File: config.mk
export PLATFORM = sky130hd
export DESIGN_NAME = add32_serial
export DESIGN_NICKNAME = d
export VERILOG_FILES = /design/src/rtl/add32_serial_pkg.sv /design/src/rtl/add32_serial_slice.sv /design/src/rtl/add32_serial.sv
export SDC_FILE = /design/constraint.sdc
export NUM_CORES = 1
export LEC_CHECK = 0
export CAP_MARGIN = 25
export CORE_ASPECT_RATIO = 1.2
export CORE_MARGIN = 1.5
export CORE_UTILIZATION = 52
export CTS_BUF_LIST = sky130_fd_sc_hd__clkbuf_4
export DETAILED_ROUTE_END_ITERATION = 10
export GPL_ROUTABILITY_DRIVEN = 0
export PLACE_DENSITY = 0.88
export SETUP_SLACK_MARGIN = 0.1
export SLEW_MARGIN = 20
export SYNTH_ARGS = -nofsm -noshare
export SYNTH_HDL_FRONTEND = slang
export SYNTH_HIERARCHICAL = 1
export SYNTH_SLANG_ARGS = --single-unit
File: constraint.sdc
create_clock -name clk -period 2.9 [get_ports clk]
set_input_delay 0.435 -clock clk [delete_from_list [all_inputs] [get_ports clk]]
set_output_delay 0.435 -clock clk [all_outputs]
set_load 0.005 [all_outputs]
File: src/rtl/add32_serial_pkg.sv
// add32_serial_pkg: shared FSM state encoding and default sizing for the serial adder.
package add32_serial_pkg;
  typedef enum logic [1:0] {IDLE = 2'd0, RUN = 2'd1, DONE = 2'd2} state_t;
  localparam int DEF_WIDTH = 32;
  localparam int DEF_SLICE = 4;
  localparam int NSLICE = DEF_WIDTH / DEF_SLICE;
  localparam int CNT_W = $clog2(NSLICE);
endpackage

File: src/rtl/add32_serial_slice.sv
// add4_slice: combinational SLICE-bit ripple adder exposing the carry into its top bit.
module add4_slice #(
  parameter int SLICE = 4
) (
  input  logic [SLICE-1:0] a,
  input  logic [SLICE-1:0] b,
  input  logic             cin,
  output logic [SLICE-1:0] s,
  output logic             cout,
  output logic             c_msb
);
  logic [SLICE:0] c;
  always_comb begin
    c[0] = cin;
    for (int i = 0; i < SLICE; i++) begin
      s[i] = a[i] ^ b[i] ^ c[i];
      c[i+1] = (a[i] & b[i]) | (c[i] & (a[i] ^ b[i]));
    end
  end
  assign cout = c[SLICE];
  assign c_msb = c[SLICE-1];
endmodule

File: src/rtl/add32_serial.sv
// add32_serial: multi-cycle adder reusing one SLICE-bit slice, LSB first, with valid/ready on both sides.
// Define ADD32_SERIAL_OVF_EN to add the signed-overflow output ovf.
module add32_serial
  import add32_serial_pkg::*;
#(
  parameter int WIDTH = DEF_WIDTH,
  parameter int SLICE = DEF_SLICE
) (
  input  logic             clk,
  input  logic             rst_n,
  input  logic             in_valid,
  output logic             in_ready,
  input  logic [WIDTH-1:0] A,
  input  logic [WIDTH-1:0] B,
  input  logic             c_in,
  output logic             out_valid,
  input  logic             out_ready,
  output logic [WIDTH-1:0] sum,
  output logic             carry
`ifdef ADD32_SERIAL_OVF_EN
  ,
  output logic             ovf
`endif
);
  localparam int NS = WIDTH / SLICE;
  localparam int CW = (NS > 1) ? $clog2(NS) : 1;
  state_t state, nxt;
  logic [CW-1:0] cnt;
  logic [WIDTH-1:0] a_r, b_r;
  logic cr, cout, last;
  logic [SLICE-1:0] s;
`ifdef ADD32_SERIAL_OVF_EN
  logic c_msb;
`else
  logic c_msb_unused;
`endif
  assign last = cnt == CW'(NS - 1);
  // operands shift down so the slice always sees the current nibble at bit 0
  add4_slice #(.SLICE(SLICE)) u_slice (
    .a(a_r[SLICE-1:0]),
    .b(b_r[SLICE-1:0]),
    .cin(cr),
    .s(s),
    .cout(cout),
`ifdef ADD32_SERIAL_OVF_EN
    .c_msb(c_msb)
`else
    .c_msb(c_msb_unused)
`endif
  );
  always_ff @(posedge clk or negedge rst_n)
    if (!rst_n) state <= IDLE;
    else state <= nxt;
  always_comb begin
    in_ready = state == IDLE;
    out_valid = state == DONE;
    nxt = state == IDLE ? (in_valid ? RUN : IDLE) :
          state == RUN ? (last ? DONE : RUN) :
          (state == DONE && !out_ready) ? DONE : IDLE;
  end
  always_ff @(posedge clk or negedge rst_n)
    if (!rst_n) begin
      a_r <= '0;
      b_r <= '0;
      cr <= 1'b0;
      cnt <= '0;
      sum <= '0;
      carry <= 1'b0;
`ifdef ADD32_SERIAL_OVF_EN
      ovf <= 1'b0;
`endif
    end else if (state == IDLE && in_valid) begin
      a_r <= A;
      b_r <= B;
      cr <= c_in;
      cnt <= '0;
    end else if (state == RUN) begin
      a_r <= a_r >> SLICE;
      b_r <= b_r >> SLICE;
      cr <= cout;
      sum[cnt*SLICE +: SLICE] <= s;
      cnt <= last ? '0 : cnt + 1'b1;
      if (last) begin
        carry <= cout;
`ifdef ADD32_SERIAL_OVF_EN
        ovf <= c_msb ^ cout;
`endif
      end
    end
endmodule

* Word level (Yosys, flattened, before mapping)
Index checks and enable logic that the tools add are counted.
Storage, ports and cells: register bits after elaboration 103, input bits 69, output and inout port bits 35, word-level logic and storage cells 57
Cells by class: add/sub/neg operators 2, eq/ne operators 3, shift-type cells 2, multiplexer cells 15, bitwise operators 21, reduce and logical (&&, ||, !) cells 7
Operators by type and width (count):
- $mux 32 | 4
- $neg 5->34 | 1
- $shift 4x34->32 const A | 1
- $shiftx 4x34->32 | 1
- $bwmux 32 | 1
- $mux 3 | 3
- $and 1x1->1 | 8
- $mux 2 | 4
- $xor 1x1->1 | 8
- $or 1x1->1 | 4
- $add 3x1->3 const B | 1
- $eq 3x3->1 const B | 1
- $mux 1 | 3
- $reduce_and 3->1 | 1
- $eq 2x1->1 const B | 1
- $eq 2x2->1 const B | 1
- $logic_and 1x1->1 | 2
- $logic_not 2->1 | 1
- $reduce_and 2->1 | 1
- $reduce_bool 2->1 | 1
- $logic_not 1->1 | 1
- $not 1->1 | 1

* Longest topological paths before layout
depth in word-level cells 11, gate-level depth with buffers 8, depth with buffers taken out 8

* Modules after synthesis
The synthesis kept the hierarchy.
Modules (own cells, without submodules):
- add32_serial | instances 1, cells each 421, area an instance 4456.8 um^2, seq. area each 2577.5 um^2
- add4_slice | instances 1, cells each 12, area an instance 110.1 um^2, seq. area each 0.0 um^2

* Worst setup path before layout
OpenSTA, ideal clock, no wires.
path type register -> register, from register a_r[0], to register sum[11], library setup time 0.125 ns, arrival 2.222 ns, slack 0.554 ns, cell stages (with the launch flop) 9, buffers on the path 0, clock period less this slack 2.346 ns, cells stage by stage dfrtp_1 fa_1 inv_1 fa_1 fa_1 inv_1 fa_1 and3_1 mux2_2
On the way: word-level cells in the longest chain between the ends 10, elaborated cells on any way between the ends 14
RTL lines:
- start: declaration | line add32_serial.sv:29 | logic [WIDTH-1:0] a_r, b_r;
- start signal: assignment | line add32_serial.sv:78 | a_r <= a_r >> SLICE;
- $xor 1x1->1 | line add32_serial_slice.sv:17 | c[i+1] = (a[i] & b[i]) | (c[i] & (a[i] ^ b[i]));
- $and 1x1->1 | line add32_serial_slice.sv:17
- $or 1x1->1 * | line add32_serial_slice.sv:17
- $and 1x1->1 * | line add32_serial_slice.sv:17
- $or 1x1->1 * | line add32_serial_slice.sv:17
- $and 1x1->1 * | line add32_serial_slice.sv:17
- $or 1x1->1 * | line add32_serial_slice.sv:17
- named net c_msb_unused | line add32_serial.sv:35 | logic c_msb_unused;
- $xor 1x1->1 * | line add32_serial_slice.sv:16 | s[i] = a[i] ^ b[i] ^ c[i];
- named net s[3] | line add32_serial.sv:31 | logic [SLICE-1:0] s;
- $shiftx 4x34->32 * | line add32_serial.sv:81 | sum[cnt*SLICE +: SLICE] <= s;
- $bwmux 32 * | line add32_serial.sv:81
- end signal: indexed assignment | line add32_serial.sv:81
- end: declaration | line add32_serial.sv:18 | output logic [WIDTH-1:0] sum,
Mark *: on every way through the listed nets, which the timed path passes. The rest lies on a longest branch. A chain may end at the register's enable or synchronous reset.

* Final worst setup path
from register a_r[0], to register sum[27]
The elaborated chain is that of the path after synthesis.

==> summary.txt <==
status - completed
Non-Filler Instances - 653
drt wl/cell - 15.88 µm
Slew HR - 54.57%
number of global-route vias before repair - 3,531
filler cell count - 617
RSZ-0062 raised after global routing - false
top-area cell type share of the netlist area - 56.44%
CTS clk-pin slew, worst paths - 0.17 ns
complex-gate fraction of the synthesized area - 11.42%
Buffers on Ports - 103
Synth Area in XOR/XNOR - 0%
Yosys reg bits - 103
YS warnings - 6
initial antenna violation count - 1
Post-Synth Simple-Gate Area - 16.74%
peak supply drop - 0.3636 mV
most frequent CP cell - fa_1
register area - 2577 µm²
largest net degree at the start of global routing - 77
die height - 105.7 µm
leakage power - 2.802 nW
Resized cells post-CTS - 0
GRT overflow - 0
cell chain of the critical path - fa_1 > inv_1 > fa_1 > fa_1 > inv_1 > fa_1 > and3_1 > mux2_2
Hold Crit Class - input port to asynchronous set/reset pin
Syn Inst Count - 433
crit path DAT - 2.92 ns
fin crit share - 88.40%
Max clock buf depth - 2
setup_tns - 0 ns
Seq/Total Area, Yosys - 56.44%
crit path max fanout - 5
die span in x - 88.55 µm
GRT Total Usage - 23.65%
Final #Nets - 610
R2R cell count - 8
Adder-Cell Fraction of Synth Area - 3.671%
slowest cell on the critical path - fa_1
# Post-CTS Setup Buffers - 0
Max Slew Vio Count - 0
TritonCTS Sinks - 103
number of vias per cell - 5.384
Routed Antenna Nets - 0
I/O Pins - 104
most frequent cells in the layout - nand2_1, dfrtp_1, clkdlybuf4s50_1
Max-cap violations - 0
Synth-to-Final Area Change - 28.52%
Placed Cells - 635
Initial DRT Pass Iterations - 5
die area - 9356 µm²
# rows - 37
post-synthesis net count - 513
Total Routed Length - 10.37 mm
cts hold-fix bufs - 1
cell taking the most area after synthesis - dfrtp_1
Tot Pwr - 5.514 mW
hpwl dp - 7.455 mm
worst reg2reg setup slack - 0.34 ns
Slew @ Worst Pin - 0.6814 ns
Mapped Area - 4567 µm²
Post-route DRC - 0
Final setup viols - 0
fmax - 0.3901 GHz
Critical Path Max Stage Delay - 0.52 ns
WS Path Type - flip-flop to flip-flop
Core ar. - 8564 µm²
Min Clock Period, post-route - 2.564 ns
Critical R2R Capture - sum[27]
multi-input combinational cell area - 1839 µm²
first-pass GRT wire length - 16.86 mm
worst r2r src - a_r[0]
drt first-iter violations - 185
largest family of logic cells by synthesized area - simple AND/OR/NAND/NOR gates
# H-tree levels - 3
CTS tree - yes
CP Capture Type - flip-flop
PwrDens - 939.5 nW/µm²
Initial Util - 53.32%
Syn Area/Cell - 10.55 µm²
critical path required time - 3.26 ns
synth unique cells - 32
clk_skew - 0.01885 ns
mux cell area share after synthesis - 8.027%
ratio of cells with drive above 1 in the final layout - 10.09%
final number of hold-violating endpoints - 0
CTS Buf Count - 9
Startpoint Class - flip-flop
Worst-Skew Late Latency - 0.46 ns
Via Count - 3,516
CTS root buf - clkbuf_4
top cells by area, synth - dfrtp_1, nand2_1, a22oi_1
most common cell after layout, fill and taps aside - nand2_1
critical path: cells and delay by family, from the launching register on:
kind,cells,cell delay [ns]
AND/OR/NAND/NOR,1,0.23
adder cells (fa/ha/maj),4,1.44
flip-flops,1,0.41
multiplexers,1,0.26
buffers and inverters,2,0.14
power by group:
group          switching, mW  internal (mW)  total (mW)  leakage (nW)
Combinational           1.32           1.16        2.48          1.38
Sequential             0.363           1.99        2.35          1.35
Clock                  0.494          0.188       0.682        0.0702
area by class of cell:
cell class | instances | area share [%]
sequential | 103 | 43.91
inverter | 16 | 1.023
multi-input combinational | 290 | 31.34
timing repair buffer | 110 | 19.10
tap | 117 | 2.494
clock inverter | 7 | 0.9380
clock buffer | 9 | 1.151
antenna | 1 | 0.04263
per-layer routing:
metal | up-vias | share of wire [%] | GRT usage, %
met1 | 1709 | 42 | 30.46
li1 | 1672 | - | -
met5 | - | 0 | 0
met2 | 112 | 51 | 38.39
met3 | 23 | 4.4 | 4.542
met4 | 0 | 2.5 | 10.71
cells by family after synthesis:
kind of cell | after synthesis
muxes | 33
AOI/OAI and AO/OA | 72
adders and majority gates | 11
DFF | 103
and+or+nand+nor | 174
buffers and inverters | 40
registers in the layout, indices dropped and copies added, names as in the netlist:
register,cells
cnt,3
state,2
carry,1
sum,32
a_r,32
cr,1
b_r,32
synthesized netlist by cell type:
| cell type | instances |
|---|---|
| a22oi_1 | 57 |
| and2b_1 | 1 |
| and3_1 | 6 |
| and3b_1 | 2 |
| buf_1 | 1 |
| buf_2 | 12 |
| buf_4 | 1 |
| clkbuf_1 | 10 |
| dfrtp_1 | 103 |
| fa_1 | 4 |
| ha_1 | 7 |
| inv_1 | 16 |
| mux2_1 | 4 |
| mux2_2 | 25 |
| mux2i_1 | 4 |
| nand2_1 | 141 |
| nand2b_1 | 3 |
| nand3_1 | 1 |
| nand3b_1 | 1 |
| nand4b_1 | 3 |
| nor2_1 | 4 |
| nor2b_1 | 2 |
| nor3_1 | 1 |
| nor3_2 | 4 |
| nor3b_1 | 2 |
| nor3b_2 | 1 |
| nor4b_1 | 1 |
| o2111a_1 | 1 |
| o21ai_0 | 9 |
| o21bai_1 | 2 |
| o31ai_1 | 3 |
| or3_1 | 1 |
worst max-delay path by stage:
stage,to,start
2_1_floorplan,sum[11],a_r[0]
3_3_place_gp,sum[7],a_r[0]
3_5_place_dp,sum[7],a_r[0]
4_1_cts,sum[27],a_r[0]
5_1_grt,sum[11],a_r[0]
6_report,sum[27],a_r[0]
per-stage QoR:
step                hold slack, ns  utilization, %  worst slack (ns)  instance area (µm²)
floorplan                   0.1394               -            0.5537                 4567
global placement            0.4420           66.95            0.4708                 5734
detailed placement          0.4512           66.95            0.4058                 5734
CTS                         0.4694           68.50            0.3472                 5867
global route                0.4965           68.53            0.2205                 5869
finish                      0.4748           68.53            0.3363                 5869
No activity file was read; power rests on OpenSTA's default activity.
